`src/rtl/alu_arbiter.sv`:
```
// Round-robin arbiter sharing one 32-bit ALU between two requesters, with issue and response stages.
// Optional statistics counters are enabled by defining ALU_ARB_STATS_EN.
module alu_arbiter #(
    parameter int CNT_W   = 16,
    parameter bit RR_INIT = 1'b0
) (
    input  logic             clk,
    input  logic             rst,
    input  logic             req0_valid,
    output logic             req0_ready,
    input  logic [3:0]       req0_op,
    input  logic [31:0]      req0_a,
    input  logic [31:0]      req0_b,
    input  logic [4:0]       req0_shamt,
    input  logic             req1_valid,
    output logic             req1_ready,
    input  logic [3:0]       req1_op,
    input  logic [31:0]      req1_a,
    input  logic [31:0]      req1_b,
    input  logic [4:0]       req1_shamt,
    output logic             resp_valid,
    input  logic             resp_ready,
    output logic             resp_id,
    output logic [31:0]      resp_result,
    output logic             resp_negative,
    output logic             resp_zero,
    output logic             resp_carry,
`ifdef ALU_ARB_STATS_EN
    output logic [CNT_W-1:0] grant0_cnt,
    output logic [CNT_W-1:0] grant1_cnt,
    output logic [CNT_W-1:0] stall_cnt,
`endif
    output logic             busy
);

    logic [1:0]  req_valid;
    logic [1:0]  req_ready;
    logic        rr_reg;
    logic        s1_valid_reg;
    logic [3:0]  s1_op_reg;
    logic [31:0] s1_a_reg;
    logic [31:0] s1_b_reg;
    logic [4:0]  s1_shamt_reg;
    logic        s1_id_reg;
    logic        s2_valid_reg;
    logic        s2_id_reg;
    logic [31:0] s2_result_reg;
    logic        s2_negative_reg;
    logic        s2_zero_reg;
    logic        s2_carry_reg;
    logic        s1_adv;
    logic        s2_adv;
    logic        grant_en;
    logic        grant_id;
    logic [32:0] alu_sum;
    logic [31:0] alu_result;
    logic        alu_carry;

    assign req_valid = {req1_valid, req0_valid};
    assign s2_adv    = !s2_valid_reg || resp_ready;
    assign s1_adv    = !s1_valid_reg || s2_adv;

    // With both requesting, rr picks the winner; otherwise the lone requester wins.
    always_comb begin
        grant_id = req_valid[1];
        if (req_valid == 2'b11)
            grant_id = rr_reg;
        grant_en = !rst && s1_adv && (req_valid != 2'b00);
    end

    generate
        for (genvar gi = 0; gi < 2; gi++) begin : gen_ready
            assign req_ready[gi] = grant_en && (grant_id == (gi == 1));
        end
    endgenerate

    assign req0_ready = req_ready[0];
    assign req1_ready = req_ready[1];

    always_comb begin
        alu_sum    = {1'b0, s1_a_reg} + {1'b0, s1_b_reg};
        alu_result = 32'd0;
        alu_carry  = 1'b0;
        case (s1_op_reg)
            4'b0000: begin
                alu_result = alu_sum[31:0];
                alu_carry  = alu_sum[32];
            end
            4'b0001: alu_result = ~s1_a_reg;
            4'b0010: alu_result = s1_a_reg - s1_b_reg;
            4'b0011: alu_result = s1_a_reg & s1_b_reg;
            4'b0100: alu_result = s1_a_reg ^ s1_b_reg;
            4'b0101: alu_result = s1_a_reg << s1_shamt_reg;
            4'b0110: alu_result = s1_a_reg >> s1_shamt_reg;
            4'b0111: alu_result = $signed(s1_a_reg) >>> s1_shamt_reg;
            4'b1000: alu_result = s1_a_reg >> s1_b_reg[4:0];
            4'b1001: alu_result = s1_a_reg << s1_b_reg[4:0];
            4'b1010: alu_result = $signed(s1_a_reg) >>> s1_b_reg[4:0];
            default: alu_result = 32'd0;
        endcase
    end

    always_ff @(posedge clk) begin
        if (rst) begin
            rr_reg          <= RR_INIT;
            s1_valid_reg    <= 1'b0;
            s2_valid_reg    <= 1'b0;
            s2_id_reg       <= 1'b0;
            s2_result_reg   <= 32'd0;
            s2_negative_reg <= 1'b0;
            s2_zero_reg     <= 1'b0;
            s2_carry_reg    <= 1'b0;
        end else begin
            if (grant_en) begin
                s1_valid_reg <= 1'b1;
                s1_id_reg    <= grant_id;
                s1_op_reg    <= grant_id ? req1_op    : req0_op;
                s1_a_reg     <= grant_id ? req1_a     : req0_a;
                s1_b_reg     <= grant_id ? req1_b     : req0_b;
                s1_shamt_reg <= grant_id ? req1_shamt : req0_shamt;
                rr_reg       <= ~grant_id;
            end else if (s1_adv) begin
                s1_valid_reg <= 1'b0;
            end
            // The response register only moves when the consumer can take its contents.
            if (s2_adv) begin
                s2_valid_reg    <= s1_valid_reg;
                s2_id_reg       <= s1_id_reg;
                s2_result_reg   <= alu_result;
                s2_negative_reg <= alu_result[31];
                s2_zero_reg     <= (alu_result == 32'd0);
                s2_carry_reg    <= alu_carry;
            end
        end
    end

    assign resp_valid    = s2_valid_reg;
    assign resp_id       = s2_id_reg;
    assign resp_result   = s2_result_reg;
    assign resp_negative = s2_negative_reg;
    assign resp_zero     = s2_zero_reg;
    assign resp_carry    = s2_carry_reg;
    assign busy          = s1_valid_reg || s2_valid_reg;

`ifdef ALU_ARB_STATS_EN
    logic [CNT_W-1:0] stall_cnt_reg;

    generate
        for (genvar gi = 0; gi < 2; gi++) begin : gen_grant_cnt
            logic [CNT_W-1:0] cnt_reg;
            always_ff @(posedge clk) begin
                if (rst)
                    cnt_reg <= '0;
                else if (req_valid[gi] && req_ready[gi] && (cnt_reg != '1))
                    cnt_reg <= cnt_reg + CNT_W'(1);
            end
        end
    endgenerate

    always_ff @(posedge clk) begin
        if (rst)
            stall_cnt_reg <= '0;
        else if ((req_valid != 2'b00) && !grant_en && (stall_cnt_reg != '1))
            stall_cnt_reg <= stall_cnt_reg + CNT_W'(1);
    end

    assign grant0_cnt = gen_grant_cnt[0].cnt_reg;
    assign grant1_cnt = gen_grant_cnt[1].cnt_reg;
    assign stall_cnt  = stall_cnt_reg;
`endif

endmodule
```
`config.mk`:
```
export PLATFORM = sky130hd
export DESIGN_NAME = alu_arbiter
export DESIGN_NICKNAME = d
export VERILOG_FILES = /design/src/rtl/alu_arbiter.sv
export SDC_FILE = /design/constraint.sdc
export NUM_CORES = 1
export LEC_CHECK = 0
export ABC_AREA = 1
export CAP_MARGIN = 20
export CORE_MARGIN = 4
export CORE_UTILIZATION = 38
export CTS_CLUSTER_DIAMETER = 40
export DETAILED_ROUTE_END_ITERATION = 7
export RECOVER_POWER = 25
export SYNTH_ARGS = -nofsm -noshare
export SYNTH_HDL_FRONTEND = slang
export SYNTH_SLANG_ARGS = --single-unit
```
`constraint.sdc`:
```
create_clock -name clk -period 8.04 [get_ports clk]
set_clock_uncertainty 0.05 [all_clocks]
set_input_delay 1.608 -clock clk [delete_from_list [all_inputs] [get_ports clk]]
set_output_delay 1.608 -clock clk [all_outputs]
set_load 0.02 [all_outputs]
```
==> reports/results.ini <==
[pwr]
power.density_nw_per_um2=148.3
p_total_w=0.002747
p_leak_nw=9.316
ir_drop_mv=0.1097

[clock_network]
root_buffer=clkbuf_16
htree_levels=3
clockBufferDepth=2
post_cts_resized=0
numClockSinks=112
clock_latency_ns=0.41
clk_pin_slew_ns=0.08
cts_inserted_buffers=9
cts_tree=built
postCtsSetupBuffers=0
ctsHoldBuffers=0

[worst_setup_path]
path_cells=dlygate4sd3_1, inv_1, o21ai_0, buf_4, inv_1, buf_4, nor2_1, clkdlybuf4s50_1
worstSetupPathType=in -> out
timing.rr.start=s1_b_reg[1]$_DFFE_PP_
slowest_stage=clkdlybuf4s50_1
end_kind=primary output
cp.arrival_ns=4.35
cp-start-kind=primary input
r2r_cells=21
reg2reg_to=resp_zero$_SDFFE_PP0P_
crit_path_max_fanout=75
path_delay_family=buffers and inverters
cp.buffers_inverters=6
reg2reg_slack_ns=3.62
critPathMaxStageDelay_ns=0.63
worstPathRequired_ns=6.38

[logic_synthesis]
syn_avg_cell_area_um2=5.472
synthAdderAreaFrac_pct=5.233
synthesis.area_um2=16070
ys_warn_count=0
synth_top_area_share_pct=24.95
yosys_most_used_dff=edfxtp_1
synth_area_leaders=nand2_1 (25%), nand3_1 (19%), edfxtp_1 (14%), inv_1 (6.5%), nor2_1 (5.2%)
synth_edf_count=74
synth_top_cell_by_area=nand2_1
ys_ff_latch=112
synth_cell_type_count=48
synth_simple_gate_area_share_pct=52.87
synth.area.mux_share_pct=0
synth_xor_area_share_pct=0.1635
syn_inst=2936
synth_compound_area_share_pct=12.08
async_reset_ff_share_pct=0
synth_top_family_by_area=simple AND/OR/NAND/NOR gates
synth_nets=3153
yosysSeqAreaShare_pct=18.57

[route]
ant_nets=0
wirelength_um=85700
drtPass1Iterations=7
drc=0
wl_per_cell_um=23.98
drt_first_iter_violations=3107
via_per_inst=5.894
num_vias=21060

[placed_design]
place_hpwl_um=67420
io_buffers=190
gp_congestion=1.067

[grt]
first_global_vias=19090
grt_antenna_before_repair=1
grt-ovfl-total=0
grt_pass1_wl_um=123800
grt_max_degree=76
groute.usage.overall_pct=36.53

[hold_path]
whs_path_depth=2
min_to=resp_carry$_SDFFE_PP0P_
hold_path.class=reg -> reg
hp-start=resp_carry$_SDFFE_PP0P_

[floorplanning]
num_rows=75
coreArea_um2=41850
pin_count=191
die_h_um=213.6
die_area_um2=45630
initial_core_util_pct=38.39
fp.dieW_um=213.6

[timing]
post-route-period-util_pct=74.69
fmax_mhz=166.5
maxSlewHeadroom_pct=7.714
rsz0062_at_grt=false
min_period_ns=6.005
maxSlewViolCount=0
tightest_slew_ns=1.384
setup-tns-final_ns=0
hold_viol_final=0
setup_viol=0

[finish]
final_cell_mix=nand2_1 (1068), nand3_1 (614), inv_1 (276)
layout_commonest_cell=nand2_1
synthToLayoutAreaGrowth_pct=15.28
drive_gt1_share_pct=3.132
num-fill-cells=4626
nets=3245

[status]
outcome=complete, no violations

[job]
drv_cap=0

power by group:
part	switching (W)	internal (W)
logic	0.00107	0.000460
registers	0.0000719	0.000675
clock network	0.000247	0.000219
cell usage after synthesis, types with 11 or more instances:
library cell	n
nand2_1	1068
nand3_1	614
ha_1	64
inv_1	277
a21oi_1	114
nor2_1	221
o211ai_1	23
o21ai_0	101
o22ai_1	12
o21bai_1	24
nor3_1	16
dfxtp_1	38
nand4_1	35
edfxtp_1	74
a221oi_1	11
clkbuf_1	84
buf_2	39
o21ai_1	15
cells by family (layout without fill, tap and decap cells):
family / count (synthesis) / after routing
and+or+nand+nor: 1990 / 1990
buffers and inverters: 436 / 533
AOI/OAI and AO/OA: 329 / 329
DFF: 112 / 112
adders and majority gates: 66 / 66
xor gates and xnor gates: 3 / 3
other: 0 / 1
worst min-delay path: cells and delay by family, from the launching register on:
kind            cells  cell delay (ns)
compound gates      1             0.05
simple gates        1             0.06
flops               1             0.32
worst max path at each step:
stage / from / end / slack [ns] / cells past startpoint
detailed placement: req0_valid / req0_ready / 2.24 / 8
global placement: req0_valid / req0_ready / 2.23 / 8
global route: req0_valid / req0_ready / 1.71 / 8
finish: req0_valid / req0_ready / 2.04 / 8
floorplan: resp_ready / req0_ready / 4.07 / 4
CTS: req0_valid / req0_ready / 2.23 / 8
per-stage QoR:
step	area (um2)	instances	util [%]	worst slack (ns)	hold WS [ns]
after CTS	18560	3572	44.34	2.228	0.4245
final	18520	3573	44.25	2.035	0.4184
after detailed placement	18270	3556	43.66	2.241	0.4108
after global routing	18520	3572	44.25	1.714	0.4521
after floorplan	16070	2936	-	4.070	0.3861
after global placement	18250	3555	43.59	2.231	0.4080
metal layers:
metal	vias to the layer above	part of all wire (%)	GRT usage, %
li1	9855	-	-
met1	9607	43	52.28
met2	1378	39	50.46
met3	220	13	9.876
met4	0	5.8	17.88
met5	-	0	0
cell type report:
| type | instances | area (um2) | share of cell area (%) |
|---|---|---|---|
| Clock inverter | 6 | 56.30 | 0.3040 |
| Timing Repair Buffer | 228 | 2180 | 11.77 |
| Antenna cell | 1 | 2.502 | 0.01351 |
| Tap cell | 539 | 674.4 | 3.641 |
| Sequential cell | 112 | 2983 | 16.10 |
| Multi-Input combinational cell | 2388 | 11310 | 61.06 |
| Inverter | 289 | 1087 | 5.870 |
| Clock buffer | 10 | 229.0 | 1.236 |
Power figures use the tool's default switching activity.
